## config.mk

```make
export PLATFORM = sky130hd
export DESIGN_NAME = nco_multivoice
export DESIGN_NICKNAME = d
export VERILOG_FILES = /design/src/rtl/nco_pkg.sv /design/src/rtl/nco_voice_step.sv /design/src/rtl/nco_multivoice.sv
export SDC_FILE = /design/constraint.sdc
export NUM_CORES = 1
export LEC_CHECK = 0
export ABC_AREA = 1
export CORE_MARGIN = 8
export CORE_UTILIZATION = 40
export CTS_BUF_LIST = sky130_fd_sc_hd__clkbuf_2
export CTS_CLUSTER_DIAMETER = 40
export DETAILED_ROUTE_END_ITERATION = 12
export GPL_TIMING_DRIVEN = 0
export PLACE_DENSITY = 0.69
export SKIP_CTS_REPAIR_TIMING = 1
export SYNTH_ARGS = -nofsm -noshare
export SYNTH_HDL_FRONTEND = slang
export SYNTH_SLANG_ARGS = --single-unit
```

## constraint.sdc

```tcl
create_clock -name i_clock -period 4.6 [get_ports i_clock]
set_input_delay 0.92 -clock i_clock [delete_from_list [all_inputs] [get_ports i_clock]]
set_output_delay 0.92 -clock i_clock [all_outputs]
set_load 0.01 [all_outputs]
```

## src/rtl/nco_pkg.sv

```systemverilog
// Shared widths, config layout and helpers for the multi-voice NCO.
// The config word is {wave, oct, inc} with inc in the LSBs.
package nco_pkg;

    localparam int unsigned ACC_WIDTH   = 18;
    localparam int unsigned OCT_BITS    = 3;
    localparam int unsigned WAVE_BITS   = 7;
    localparam int unsigned SAMPLE_BITS = 8;

    localparam int unsigned CFG_WIDTH  = ACC_WIDTH + OCT_BITS + WAVE_BITS;
    localparam int unsigned ADDR_WIDTH = WAVE_BITS + SAMPLE_BITS;

    // Field offsets inside the packed config word
    localparam int unsigned INC_LSB  = 0;
    localparam int unsigned OCT_LSB  = ACC_WIDTH;
    localparam int unsigned WAVE_LSB = ACC_WIDTH + OCT_BITS;

    // Octave code that freezes the sample address
    localparam logic [OCT_BITS-1:0] OCT_FREEZE = '1;

    typedef struct packed {
        logic [WAVE_BITS-1:0] wave;
        logic [OCT_BITS-1:0]  oct;
        logic [ACC_WIDTH-1:0] inc;
    } voice_cfg_t;

    // Voice index width; at least one bit even for a single voice
    function automatic int unsigned vw_of(input int unsigned n);
        return (n <= 1) ? 1 : $clog2(n);
    endfunction

endpackage

```

## src/rtl/nco_voice_step.sv

```systemverilog
// Combinational next-state for one NCO voice.
// Ports:
//   i_acc / i_addr        current accumulator and sample address
//   i_cfg                 packed {wave, oct, inc} config used for this service
//   i_sync                effective hard sync for this service
//   o_acc_next_c          updated accumulator
//   o_addr_next_c         updated sample address
//   o_address_c           {wave, updated sample address}
//   o_wrap_c              sample address wrapped past zero in this update
module nco_voice_step
    import nco_pkg::*;
(
    input  logic [ACC_WIDTH-1:0]   i_acc,
    input  logic [SAMPLE_BITS-1:0] i_addr,
    input  logic [CFG_WIDTH-1:0]   i_cfg,
    input  logic                   i_sync,
    output logic [ACC_WIDTH-1:0]   o_acc_next_c,
    output logic [SAMPLE_BITS-1:0] o_addr_next_c,
    output logic [ADDR_WIDTH-1:0]  o_address_c,
    output logic                   o_wrap_c
);

    logic [ACC_WIDTH-1:0]   w_inc;
    logic [OCT_BITS-1:0]    w_oct;
    logic [WAVE_BITS-1:0]   w_wave;
    logic [ACC_WIDTH:0]     w_sum;
    logic [SAMPLE_BITS-1:0] w_step;
    logic [SAMPLE_BITS:0]   w_addr_sum;

    assign w_inc  = i_cfg[INC_LSB +: ACC_WIDTH];
    assign w_oct  = i_cfg[OCT_LSB +: OCT_BITS];
    assign w_wave = i_cfg[WAVE_LSB +: WAVE_BITS];

    // Overflow is the carry out of the widened add, not an MSB edge
    assign w_sum = {1'b0, i_acc} + {1'b0, w_inc};

    // Octave step; shifts past the address width contribute nothing
    assign w_step     = (32'(w_oct) < SAMPLE_BITS) ? (SAMPLE_BITS'(1) << w_oct) : '0;
    assign w_addr_sum = {1'b0, i_addr} + {1'b0, w_step};

    // Sync overrides the step; freeze keeps the address but lets acc run
    always_comb begin
        o_acc_next_c  = w_sum[ACC_WIDTH-1:0];
        o_addr_next_c = i_addr;
        o_wrap_c      = 1'b0;
        if (i_sync) begin
            o_acc_next_c  = '0;
            o_addr_next_c = '0;
        end else if (w_sum[ACC_WIDTH] && (w_oct != OCT_FREEZE)) begin
            o_addr_next_c = w_addr_sum[SAMPLE_BITS-1:0];
            o_wrap_c      = w_addr_sum[SAMPLE_BITS];
        end
    end

    assign o_address_c = {w_wave, o_addr_next_c};

endmodule

```

## src/rtl/nco_multivoice.sv

```systemverilog
// Time-multiplexed bank of NUM_VOICES NCOs, one voice serviced per clock.
// Ports:
//   i_clock, i_reset      clock and synchronous active-high reset
//   i_cfg_we/voice/data   single-cycle config write of {wave, oct, inc}
//   i_sync                per-voice hard-sync requests, level sampled
//   o_valid               outputs valid (1 every cycle after reset)
//   o_voice               voice serviced in the previous cycle
//   o_address             wavetable RAM address {wave, sample_addr}
//   o_wrap                that voice's sample address wrapped
module nco_multivoice
    import nco_pkg::*;
#(
    parameter  int unsigned NUM_VOICES = 4,
    localparam int unsigned VW         = vw_of(NUM_VOICES)
) (
    input  logic                  i_clock,
    input  logic                  i_reset,
    input  logic                  i_cfg_we,
    input  logic [VW-1:0]         i_cfg_voice,
    input  logic [CFG_WIDTH-1:0]  i_cfg_data,
    input  logic [NUM_VOICES-1:0] i_sync,
    output logic                  o_valid,
    output logic [VW-1:0]         o_voice,
    output logic [ADDR_WIDTH-1:0] o_address,
    output logic                  o_wrap
);

    voice_cfg_t             r_cfg  [NUM_VOICES];
    logic [ACC_WIDTH-1:0]   r_acc  [NUM_VOICES];
    logic [SAMPLE_BITS-1:0] r_addr [NUM_VOICES];
    logic [NUM_VOICES-1:0]  r_pending;
    logic [VW-1:0]          r_slot;

    logic                   w_sync;
    logic                   w_cfg_hit;
    logic                   w_last_slot;
    logic [NUM_VOICES-1:0]  w_slot_mask;
    logic [ACC_WIDTH-1:0]   w_acc_next;
    logic [SAMPLE_BITS-1:0] w_addr_next;
    logic [ADDR_WIDTH-1:0]  w_address;
    logic                   w_wrap;

    // A request arriving in the voice's own slot takes effect immediately
    assign w_sync      = r_pending[r_slot] | i_sync[r_slot];
    assign w_cfg_hit   = i_cfg_we && (32'(i_cfg_voice) < NUM_VOICES);
    assign w_last_slot = (32'(r_slot) == NUM_VOICES - 1);
    assign w_slot_mask = NUM_VOICES'(1) << r_slot;

    nco_voice_step u_step (
        .i_acc         (r_acc[r_slot]),
        .i_addr        (r_addr[r_slot]),
        .i_cfg         (r_cfg[r_slot]),
        .i_sync        (w_sync),
        .o_acc_next_c  (w_acc_next),
        .o_addr_next_c (w_addr_next),
        .o_address_c   (w_address),
        .o_wrap_c      (w_wrap)
    );

    // Voice state, slot counter and registered outputs.
    // The service reads the old cfg; a same-cycle write lands afterwards.
    always_ff @(posedge i_clock) begin
        if (i_reset) begin
            for (int unsigned v = 0; v < NUM_VOICES; v++) begin
                r_cfg[v]  <= '0;
                r_acc[v]  <= '0;
                r_addr[v] <= '0;
            end
            r_pending <= '0;
            r_slot    <= '0;
            o_valid   <= 1'b0;
            o_voice   <= '0;
            o_address <= '0;
            o_wrap    <= 1'b0;
        end else begin
            r_acc[r_slot]  <= w_acc_next;
            r_addr[r_slot] <= w_addr_next;
            if (w_cfg_hit) begin
                r_cfg[i_cfg_voice] <= voice_cfg_t'(i_cfg_data);
            end
            // The serviced voice consumes its pending request
            r_pending <= (r_pending | i_sync) & ~w_slot_mask;
            r_slot    <= w_last_slot ? '0 : r_slot + VW'(1);
            o_valid   <= 1'b1;
            o_voice   <= r_slot;
            o_address <= w_address;
            o_wrap    <= w_wrap;
        end
    end

endmodule
```

==> summary.txt <==
Logic synthesis
  • Syn_area_per_cell: 9.81 um^2
  • Register area share after synthesis: 0.596
  • Post-Synthesis Cells: 1194
  • Synth warn: 0
  • Main flop type after synthesis: edfxtp_1
  • Cell variety after synth: 43
  • Yosys reg bits: 241
  • Post-Syn Nets: 1263
  • Post-synth ARST share: 0
  • Synth Cell Area: 0.0117 mm^2
  • EDFF count, synth: 216

Route
  • DRC: 0
  • DRT Wirelength: 29.6 mm
  • Number of iterations in the first detailed-routing pass: 5
  • Post-route antenna net violation count: 0
  • Routed len/inst: 17.0 um
  • Via count: 8935
  • Iter 0 DRT Violations: 684
  • Post-DR vias/cell: 5.11

Timing
  • Final hold vios: 0
  • Final worst-path cycle share: 0.821
  • Worst-Margin Slew: 0.957 ns
  • F_max: 0.265 GHz
  • Final Setup Violations: 0
  • RSZ-0062 raised after global routing: false
  • Slew HR: 0.360
  • Min Tclk post-route: 3.78 ns
  • Max Slew Vio Count: 0
  • WHS: 0.468 ns
  • Final WS setup: 0.824 ns
  • Skew final: 0.0785 ns

Critical path
  • RR Endpoint: r_addr[0][7]$_SDFFCE_PN0P_
  • R2R Setup Slk: 0.82 ns
  • Element type at the critical path start: register
  • R2R Path Start: r_slot[1]$_SDFF_PP0_
  • Critical path arrival: 4.33 ns
  • Crit path max fanout: 11
  • Required time of the critical path: 5.15 ns
  • Worst reg-to-reg path cell count: 15
  • Crit Path Class: reg2reg
  • Crit path capture type: register

Floorplanning
  • Row count: 62
  • CORE AREA: 0.0288 mm^2
  • Boundary Pins: 56
  • Starting Density: 0.407
  • DIE HEIGHT: 187 um
  • Full die area: 0.0350 mm^2
  • Die Span X: 187 um

Global route
  • Antenna violations before repair: 1
  • First-pass GRT wire length: 46.6 mm
  • Vias in the first global route: 8840
  • Largest net degree at the start of global routing: 29
  • Total GRT Usage: 0.166
  • GRT overflow: 0

Power and ir drop
  • Pwr dens: 440 mW/mm^2
  • P_leak: 5.64 nW
  • Total power: 5.93 mW
  • Peak VDD IR: 164 uV

Cells and area
  • Multi-input gate area: 0.00401 mm^2
  • Layout cell share with drive strength beyond 1: 0.141
  • Layout Nets: 1382
  • Register area: 0.00699 mm^2
  • Post-route cell area: 0.0135 mm^2
  • Area growth syn-to-layout: 14.9%
  • Finished Core Util: 0.468
  • Fillcell total: 2675

Placement
  • RD Place Congestion: 0.889
  • Dpl hpwl: 20.1 mm
  • Place WS: 0.907 ns
  • Port bufs: 54
  • Placed Area: 0.0129 mm^2

Worst hold path
  • Worst Hold Class: in2reg
  • Beginning of the worst hold path: i_reset
  • Hold Path End: o_voice[0]$_SDFF_PP0_
  • Hold Path Stages: 2

Clock network
  • CTS root buf: clkbuf_2
  • Clk_lat worst skew: 0.87 ns
  • Clock-pin slew on the worst setup and hold paths: 0.11 ns
  • Clk sinks: 241
  • CTS Buf Count: 60
  • CTS HTree Levels: 2
  • CTS tree: done
  • Clock tree buffer depth: 3

Job
  • Max Cap Viol: 0

Run status
  • Outcome: completed
[critical path, cell delays in order (launching register included)]
cell      delay, ns
dfxtp_1        0.43
inv_2          0.17
buf_6          0.16
buf_2          0.28
clkbuf_1       0.52
o21ai_0        0.19
o22ai_1        0.25
ha_1           0.36
a21oi_1        0.23
o21ai_0        0.12
a21oi_1        0.22
nand2_4        0.16
nand2_4        0.15
nand2_1        0.08
nand3_2        0.12
nor2_1         0.06
[area by class of cell]
cell class	instances	share of cell area
Sequential cell	241	0.519
Timing Repair Buffer	57	0.0454
Antenna cell	1	0.000186
Buffer	59	0.0241
Multi-Input combinational cell	774	0.298
Inverter	120	0.0336
Clock inverter	30	0.0131
Tap cell	384	0.0357
Clock buffer	82	0.0305
[worst max path at each step]
stage	startpoint	to	slack, ns	cells past startpoint
final	r_slot[1]$_SDFF_PP0_	r_addr[0][7]$_SDFFCE_PN0P_	0.82	15
after global routing	r_slot[1]$_SDFF_PP0_	r_addr[0][1]$_SDFFCE_PN0P_	0.60	15
after CTS	r_slot[1]$_SDFF_PP0_	r_addr[2][1]$_SDFFCE_PN0P_	0.88	15
after detailed placement	r_slot[1]$_SDFF_PP0_	r_addr[2][1]$_SDFFCE_PN0P_	0.91	15
after global placement	i_cfg_voice[0]	r_cfg[3][8]$_DFFE_PP_	-1.48	3
after floorplan	i_cfg_voice[1]	r_cfg[2][0]$_SDFFCE_PN0P_	0.87	5
[synthesized netlist by cell type (all sizes together), types with 2 or more instances]
| cell type | instances | area (um^2) |
|---|---|---|
| a21o | 4 | 31.3 |
| dfxtp | 25 | 500 |
| edfxtp | 216 | 6490 |
| o22ai | 44 | 275 |
| xor2 | 3 | 26.3 |
| nor3 | 35 | 175 |
| buf | 35 | 213 |
| nand2 | 119 | 477 |
| o21ai | 97 | 489 |
| a32oi | 8 | 77.6 |
| nor2 | 326 | 1240 |
| nand4 | 3 | 18.8 |
| a21oi | 22 | 110 |
| clkbuf | 24 | 111 |
| or2 | 22 | 138 |
| ha | 30 | 375 |
| nand3 | 43 | 318 |
| nand3b | 8 | 97.6 |
| xnor2 | 3 | 26.3 |
| inv | 119 | 447 |
| fa | 2 | 40.0 |
[report_power, final]
| group | total [mW] | switching (mW) | internal, mW |
|---|---|---|---|
| combinational | 1.72 | 1.13 | 0.592 |
| clock | 1.48 | 0.874 | 0.608 |
| sequential | 2.73 | 0.0598 | 2.67 |
[state kept, by name (all words and copies together) (netlist names)]
signal	flops
o_voice	2
r_slot	2
r_pending	4
r_acc	72
r_cfg	112
r_addr	32
o_valid	1
o_address	15
o_wrap	1
[placed cells by master (no fill, tap or decap), drive strengths merged]
cell type and instances:
a31oi 1, inv 119, and2 1, nand4 3, o21bai 1, xor2 3, bufinv 2, o21ai 97
clkinv 29, a32oi 8, ha 30, clkdlybuf4s50 54, o22ai 44, a21o 4, clkbuf 106, diode 1
or2 22, buf 38, nand3b 8, edfxtp 216, nor3 35, nand2b 1, a21oi 22, o31ai 1
fa 2, nand3 43, nand2 119, nor2 326, xnor2 3, dfxtp 25
[metal layers]
metal  GRT usage  vias up  share of wire  routed length (um)
li1            -     4303              -                   -
met1       0.203     4208           0.41               12200
met2       0.279      354           0.49               14400
met3      0.0319       70          0.071                2120
met4      0.0751        0          0.031                 928
met5           0        -              0                   0
[cells by family (layout without fill, tap and decap cells)]
logic type / after synthesis / after routing / synth area share
adders and majority gates: 32 / 32 / 0.0355
other: 0 / 1 / 0
and+or+nand+nor: 558 / 558 / 0.212
AOI/OAI and AO/OA: 178 / 178 / 0.0858
buffers and inverters: 179 / 348 / 0.0662
xor gates and xnor gates: 6 / 6 / 0.00449
DFF: 241 / 241 / 0.596
[stage by stage]
stage,setup TNS (ns),std cells
2_1_floorplan,0,1194
3_3_place_gp,-82.38,1632
3_5_place_dp,0,1635
4_1_cts,0,1747
5_1_grt,0,1748
6_report,0,1748
(Power assumes the default switching activity.)
